File: src/rtl/rf_pkg.sv
// rtl/rf_pkg.sv - shared register-file geometry and decoded-instruction bundle
package rf_pkg;
  localparam int DATA_W   = 32;
  localparam int AW       = 5;
  localparam int NUM_REGS = 2 ** AW;

  typedef struct packed {
    logic [AW-1:0] rs_a;
    logic [AW-1:0] rs_b;
    logic [AW-1:0] rd;
    logic          rd_we;
  } instr_t;
endpackage

File: src/rtl/rf_scoreboard.sv
// rtl/rf_scoreboard.sv - in-flight destination tracking with set-over-clear priority
module rf_scoreboard #(
  parameter int AW       = rf_pkg::AW,
  parameter int NUM_REGS = 2 ** AW
) (
  input  logic                clk,
  input  logic                rst_n,
  input  logic                set_en,
  input  logic [AW-1:0]       set_idx,
  input  logic                clr_en,
  input  logic [AW-1:0]       clr_idx,
  input  logic [AW-1:0]       rs_a,
  input  logic [AW-1:0]       rs_b,
  input  logic [AW-1:0]       rd,
  output logic                busy_a,
  output logic                busy_b,
  output logic                busy_rd,
  output logic [NUM_REGS-1:0] pending
);
  logic [NUM_REGS-1:0] pending_q;
  logic [NUM_REGS-1:0] pending_d;
  logic [NUM_REGS-1:0] clr_mask;

  always_comb begin
    clr_mask = '0;
    if (clr_en) clr_mask[clr_idx] = 1'b1;
    pending_d = pending_q & ~clr_mask;
    // A new producer for the same register outranks the retiring one.
    if (set_en) pending_d[set_idx] = 1'b1;
  end

  always_ff @(posedge clk or negedge rst_n) begin
    if (!rst_n) pending_q <= '0;
    else        pending_q <= pending_d;
  end

  // A register being written back this cycle is already readable via bypass.
  assign busy_a  = pending_q[rs_a] & ~clr_mask[rs_a];
  assign busy_b  = pending_q[rs_b] & ~clr_mask[rs_b];
  assign busy_rd = pending_q[rd]   & ~clr_mask[rd];
  assign pending = pending_q;
endmodule

File: src/rtl/operand_fetch_stage.sv
// rtl/operand_fetch_stage.sv - operand fetch with writeback bypass, scoreboard stalls and output register
module operand_fetch_stage #(
  parameter int DATA_W = rf_pkg::DATA_W,
  parameter int AW     = rf_pkg::AW,
  parameter int CNT_W  = 16
) (
  input  logic              clk,
  input  logic              rst_n,
  input  logic              in_valid,
  output logic              in_ready,
  input  logic [AW-1:0]     in_rs_a,
  input  logic [AW-1:0]     in_rs_b,
  input  logic [AW-1:0]     in_rd,
  input  logic              in_rd_we,
  output logic [AW-1:0]     rf_address_a,
  output logic [AW-1:0]     rf_address_b,
  output logic              rf_enable_a,
  output logic              rf_enable_b,
  input  logic [DATA_W-1:0] rf_OutA,
  input  logic [DATA_W-1:0] rf_OutB,
  output logic [AW-1:0]     rf_address_w,
  output logic              rf_enable_w,
  output logic [DATA_W-1:0] rf_In,
  input  logic              wb_valid,
  input  logic [AW-1:0]     wb_rd,
  input  logic [DATA_W-1:0] wb_data,
  output logic              out_valid,
  input  logic              out_ready,
  output logic [DATA_W-1:0] out_a,
  output logic [DATA_W-1:0] out_b,
  output logic [AW-1:0]     out_rd,
  output logic              out_rd_we,
  output logic [CNT_W-1:0]  stall_cnt
);
  import rf_pkg::instr_t;

  instr_t              in_instr;
  logic                busy_a, busy_b, busy_rd;
  logic                hazard, accept;
  logic [DATA_W-1:0]   op_a, op_b;
  logic [2**AW-1:0]    pending;

  logic                out_valid_q, out_valid_d;
  logic [DATA_W-1:0]   out_a_q, out_a_d, out_b_q, out_b_d;
  logic [AW-1:0]       out_rd_q, out_rd_d;
  logic                out_rd_we_q, out_rd_we_d;
  logic [CNT_W-1:0]    stall_cnt_q, stall_cnt_d;

  assign in_instr = '{rs_a: in_rs_a, rs_b: in_rs_b, rd: in_rd, rd_we: in_rd_we};

  assign rf_address_a = in_instr.rs_a;
  assign rf_address_b = in_instr.rs_b;
  assign rf_enable_a  = in_valid;
  assign rf_enable_b  = in_valid;
  assign rf_address_w = wb_rd;
  assign rf_enable_w  = wb_valid;
  assign rf_In        = wb_data;

  rf_scoreboard #(.AW(AW)) u_sb (
    .clk     (clk),
    .rst_n   (rst_n),
    .set_en  (accept & in_instr.rd_we),
    .set_idx (in_instr.rd),
    .clr_en  (wb_valid),
    .clr_idx (wb_rd),
    .rs_a    (in_instr.rs_a),
    .rs_b    (in_instr.rs_b),
    .rd      (in_instr.rd),
    .busy_a  (busy_a),
    .busy_b  (busy_b),
    .busy_rd (busy_rd),
    .pending (pending)
  );

  // The register file only commits at the edge, so same-cycle writeback must be muxed in here.
  assign op_a = (wb_valid && wb_rd == in_instr.rs_a) ? wb_data : rf_OutA;
  assign op_b = (wb_valid && wb_rd == in_instr.rs_b) ? wb_data : rf_OutB;

  assign hazard   = in_valid & (busy_a | busy_b | (in_instr.rd_we & busy_rd));
  assign in_ready = ~hazard & (~out_valid_q | out_ready);
  assign accept   = in_valid & in_ready;

  always_comb begin
    out_valid_d = out_valid_q;
    out_a_d     = out_a_q;
    out_b_d     = out_b_q;
    out_rd_d    = out_rd_q;
    out_rd_we_d = out_rd_we_q;
    stall_cnt_d = stall_cnt_q;
    if (accept) begin
      out_valid_d = 1'b1;
      out_a_d     = op_a;
      out_b_d     = op_b;
      out_rd_d    = in_instr.rd;
      out_rd_we_d = in_instr.rd_we;
    end else if (out_valid_q && out_ready) begin
      out_valid_d = 1'b0;
    end
    if (hazard && stall_cnt_q != {CNT_W{1'b1}}) stall_cnt_d = stall_cnt_q + 1'b1;
  end

  always_ff @(posedge clk or negedge rst_n) begin
    if (!rst_n) begin
      out_valid_q <= 1'b0;
      out_a_q     <= '0;
      out_b_q     <= '0;
      out_rd_q    <= '0;
      out_rd_we_q <= 1'b0;
      stall_cnt_q <= '0;
    end else begin
      out_valid_q <= out_valid_d;
      out_a_q     <= out_a_d;
      out_b_q     <= out_b_d;
      out_rd_q    <= out_rd_d;
      out_rd_we_q <= out_rd_we_d;
      stall_cnt_q <= stall_cnt_d;
    end
  end

  assign out_valid = out_valid_q;
  assign out_a     = out_a_q;
  assign out_b     = out_b_q;
  assign out_rd    = out_rd_q;
  assign out_rd_we = out_rd_we_q;
  assign stall_cnt = stall_cnt_q;

  logic unused_pending;
  assign unused_pending = ^pending;
endmodule

File: config.mk
export PLATFORM = sky130hd
export DESIGN_NAME = operand_fetch_stage
export DESIGN_NICKNAME = d
export VERILOG_FILES = /design/src/rtl/rf_pkg.sv /design/src/rtl/rf_scoreboard.sv /design/src/rtl/operand_fetch_stage.sv
export SDC_FILE = /design/constraint.sdc
export NUM_CORES = 1
export LEC_CHECK = 0
export CAP_MARGIN = 15
export CELL_PAD_IN_SITES_DETAIL_PLACEMENT = 1
export CELL_PAD_IN_SITES_GLOBAL_PLACEMENT = 2
export CORE_UTILIZATION = 29
export CTS_CLUSTER_SIZE = 20
export DETAILED_ROUTE_END_ITERATION = 8
export GPL_ROUTABILITY_DRIVEN = 1
export PLACE_DENSITY = 0.85
export SYNTH_ARGS = -nofsm -noshare
export SYNTH_HDL_FRONTEND = slang
export SYNTH_HIERARCHICAL = 1
export SYNTH_SLANG_ARGS = --single-unit
File: constraint.sdc
create_clock -name clk -period 4.6 [get_ports clk]
set_input_delay 0.92 -clock clk [delete_from_list [all_inputs] [get_ports clk]]
set_output_delay 0.92 -clock clk [all_outputs]
set_load 0.05 [all_outputs]
==> metrics list <==
- The flow ran to the end, and the final reports show no timing, DRC or antenna violations.
- Via count of the first global-routing pass: 7000
- The clock net in this run drives a total of ~120 sinks.
- After legalization and detailed placement, the total HPWL measured about 20000 um.
- Dividing total power by cell area gives a power density of around 500 nW/um2.
- Largest buffer count on any clock path: 2
* Largest stage delay on the critical path: 620 ps
- Counting both buffers and inverters, the worst setup path holds a total of 3.
- Maxcap violations: 0
- The share of synthesized area in the top cell type comes to 0.425.
- Fraction of layout cells with a size suffix above 1: 0.109
- Final count of pins violating max slew: 0
- Proportion of power drawn by combinational gates: 0.444
- Aggregate negative setup slack: 0 ps
- Measured along the x axis, the die boundary spans about 160 um.
- A synthesized cell averages between 9 and 10 um2.
- Share of cell area taken by muxes after synthesis: 0.102
- For this run, design rule violations remaining after detail routing come to 0.
- Placeable core region: ~24000 um2
- The number of nets handed over by synthesis was 835.
* 1st-pass router iterations: 5
- After detailed routing, the average wire length per cell comes to between 20 and 25 um.
- The path class of the tightest hold or removal check is flop to flop.
* Number of hold violations in the final report: 0
* CTS tree: built
- Unrepaired setup endpoints after global routing: no
- The synthesized design contains 119 register bits.
* Number of instances in the synthesized netlist: 712
- Data arrives at the worst endpoint at between 3000 and 4000 ps.
- Of the available clock period, the critical path in the final layout requires 0.970.
- Post-cts gate resize count: 0
* Most common library cell in the layout ignoring fill and taps: clkdlybuf4s50_1
* Clk root buf: clkbuf_16
- The first routing iteration left 328 violations.
* Clock slew at reported path FFs: 50 ps
- Critical path start-end classification: primary input to output port
- Data on the critical path is required at its endpoint by 3680 ps.
- Clock tree synthesis inserted a total of 17 buffers.
- Cell Area, Synth: between 6000 and 7000 um2
- Of the total power, the share spent switching nets is 0.431.
* Htree depth: 4
* Count of distinct cell types in the synthesized netlist: 45
* Final antenna-violating net count: 0
- Final core occ: 0.437
- The share of total power dissipated in the clock network is 0.260.
- Most frequent cells in the layout: clkdlybuf4s50_1 (257), nand2_1 (133), o211ai_1 (128)
- In this run the count of I/O pins placed on the die edge is between 200 and 300.
- From bottom edge to top edge, the die measures 157 um.
- Post-synthesis simple-gate area fraction: 0.129
- Slew at the pin with the worst max-slew slack: approximately 770 ps
* Row cnt: 56
- Cells along the critical path: clkdlybuf4s50_1 > buf_4 > mux4_1 > mux2i_1 > mux2_2 > o22ai_1 > a211o_1 > nand2_1 > and2_1 > buf_12
- The analysis attributes to net switching a power of between 2000 and 2500 uW.
- The slowest stage of the critical path is the clkdlybuf4s50_1 cell.
- Fill cells in the final layout number ~2600.
- Arithmetic-cell share of the synthesized area counting full adders, half adders and majority gates: 0.00179
* Startpoint of the most critical hold path: out_rd[3]$_DFFE_PN0P_
- Min-Delay Endpoint: out_rd[3]$_DFFE_PN0P_
* YS warnings: 6
* Drt total wl: 27200 um
- R2R Path End: u_sb/pending[0]$_DFF_PN0_
* Total routing resource utilization after global routing: 0.220
- The synthesized-area fraction occupied by ao, oa, aoi and oai cells is 0.205.
- Area of the multi-input gates: 3390 um2
- Worst max-slew margin expressed relative to the limit: 0.488
- At the later pin of the worst-skew pair, clock insertion delay measures roughly 400 ps.
- At the end of routability-driven placement, the weighted congestion stood at just over 0.9.
- Sequential fraction of the synthesis area: 0.425
- The count of buffers added on input and output ports is ~260.
- Entering global routing, the biggest net connects between 100 and 150 pins.
- Number of nets in the layout: roughly 1000
- Cells on worst reg2reg path: 9
- The number of setup buffers added after CTS is 0.
* Delay-heaviest family, CP: buffers and inverters
- The worst path in the final design needs a cycle of approximately 4500 ps, including I/O delays and setup.
- The worst register-to-register path begins at u_sb/pending[17]$_DFF_PN0_.
- Post-synth ARST share: 1.00
- Internal power contribution: 2950 uW
- Dividing the detail-routed via count by the number of cells gives roughly 5.3.
- VDD IR max: around 340 uV
- Total overflow reported by the global router: 0
* Wire length of the first global-routing pass: slightly above 40000 um
- Summed over all cells, the static leakage comes to 0.00404 uW.
- Of the total synthesized cell area, the portion taken by XOR and XNOR cells is 0.0438.
- The worst setup path is captured at an output port.
* Combinational family with the most area after synthesis: compound AO/OA/AOI/OAI gates
- The routed layout has 6689 vias.
- Across the routed clock network, the largest skew measured is a little over 10 ps.
- The setup check on the worst reg-to-reg path leaves a slack of between 1000 and 1500 ps.
- CTS Hold Buffers Added: 0
- dfrtp_1 takes more of the synthesized area than any other cell.
- Derived from the worst setup path, the maximum achievable clock frequency is 224 MHz.
- Crit path launch type: primary input
* Critical Path Fanout Max: 5
- Yosys mapped a number of flops with a built-in enable equal to 0.
- The number of antenna violations at the first check in global routing is 1.
- For this run, the leading register cell type out of synthesis is dfrtp_1.
* Sequential power share: 0.296
- Signed area change from the synthesized netlist to the final layout: 46.9%
- Worst hold stages: 2
- Initial cell density of the core: 0.297
- Setup violations remaining at the end of the flow were counted as 0.
- Registers take 2980 um2.
* Biggest area contributors in the synthesized netlist: dfrtp_1 (43%), o211ai_1 (14%), nand2_1 (7.1%)
- Total Die Area: ~25000 um2
## metrics by stage
stage	cell area [um2]	setup slack (ps)	cells	hold slack [ps]	total power, uW
after CTS	10300	121	1252	487	5240
final	10300	140	1253	479	5190
after floorplan	7000	766	712	497	2960
after global placement	9690	184	1220	467	3830
after detailed placement	9690	133	1220	466	3860
after global routing	10300	8.06	1252	522	5420
## area by class of cell
| type | instances | share of cell area |
|---|---|---|
| clock inverter | 14 | 0.0147 |
| sequential | 119 | 0.290 |
| tap | 319 | 0.0388 |
| inverter | 4 | 0.00146 |
| clock buffer | 18 | 0.0427 |
| antenna | 1 | 0.000243 |
| timing repair buffer | 295 | 0.283 |
| multi-input combinational | 483 | 0.330 |
## layer usage
layer	routed length (um)	global-route usage
met4	544	0.0855
met3	1980	0.0498
met5	0	0
met1	11500	0.279
met2	13200	0.364
## kinds of logic after synthesis
group                    after synthesis
multiplexers                          38
XOR/XNOR                              35
buffers and inverters                110
AO/OA/AOI/OAI                        211
AND/OR/NAND/NOR                      198
flip-flops                           119
adder cells (fa/ha/maj)                1
## state kept, by name (all words and copies together) (netlist names)
signal and cells:
out_rd_we 1, out_b 32, u_sb/pending 32, out_a 32, stall_cnt 16, out_valid 1
out_rd 5
## worst max-delay path by stage
| stage | startpoint | end | slack, ps | cells past startpoint |
|---|---|---|---|---|
| after floorplan | in_rs_b[0] | in_ready | 770 | 8 |
| after global placement | in_rs_a[0] | in_ready | 180 | 10 |
| after detailed placement | in_rd[0] | in_ready | 130 | 10 |
| after CTS | in_rd[0] | in_ready | 120 | 10 |
| after global routing | in_rd[0] | in_ready | 8 | 10 |
| final | in_rd[0] | in_ready | 140 | 10 |
## tightest hold or removal path, delay by kind of cell (launching register included)
family        cells  cell delay [ps]
flops             1              340
simple gates      2              100
## cells in the mapped netlist (2+ instances only)
| cell | count |
|---|---|
| inv_1 | 4 |
| or3b_2 | 3 |
| xor2_1 | 17 |
| buf_6 | 3 |
| buf_4 | 51 |
| or4_4 | 2 |
| nand3b_1 | 9 |
| nor3_1 | 7 |
| nand4_1 | 10 |
| a31oi_1 | 2 |
| dfrtp_1 | 119 |
| o21ai_0 | 64 |
| clkbuf_1 | 33 |
| mux4_1 | 8 |
| a21oi_1 | 3 |
| o32ai_1 | 2 |
| nor2_1 | 11 |
| xnor2_1 | 18 |
| and2_1 | 4 |
| mux2_2 | 4 |
| nand3_1 | 7 |
| nor4_1 | 3 |
| o211ai_1 | 128 |
| mux4_2 | 16 |
| nand2_1 | 133 |
| mux2i_1 | 10 |
| or3_1 | 3 |
| o21bai_1 | 2 |
| and3_1 | 2 |
| o22ai_1 | 2 |
| buf_2 | 18 |
## power groups by stage
stage	clock (uW)	sequential, uW	combinational (uW)
6_report	1350	1540	2310
3_3_place_gp	0	1540	2280
4_1_cts	1380	1530	2320
2_1_floorplan	0	2310	654
5_1_grt	1430	1570	2420
3_5_place_dp	0	1550	2310
Power figures use the tool's default switching activity.
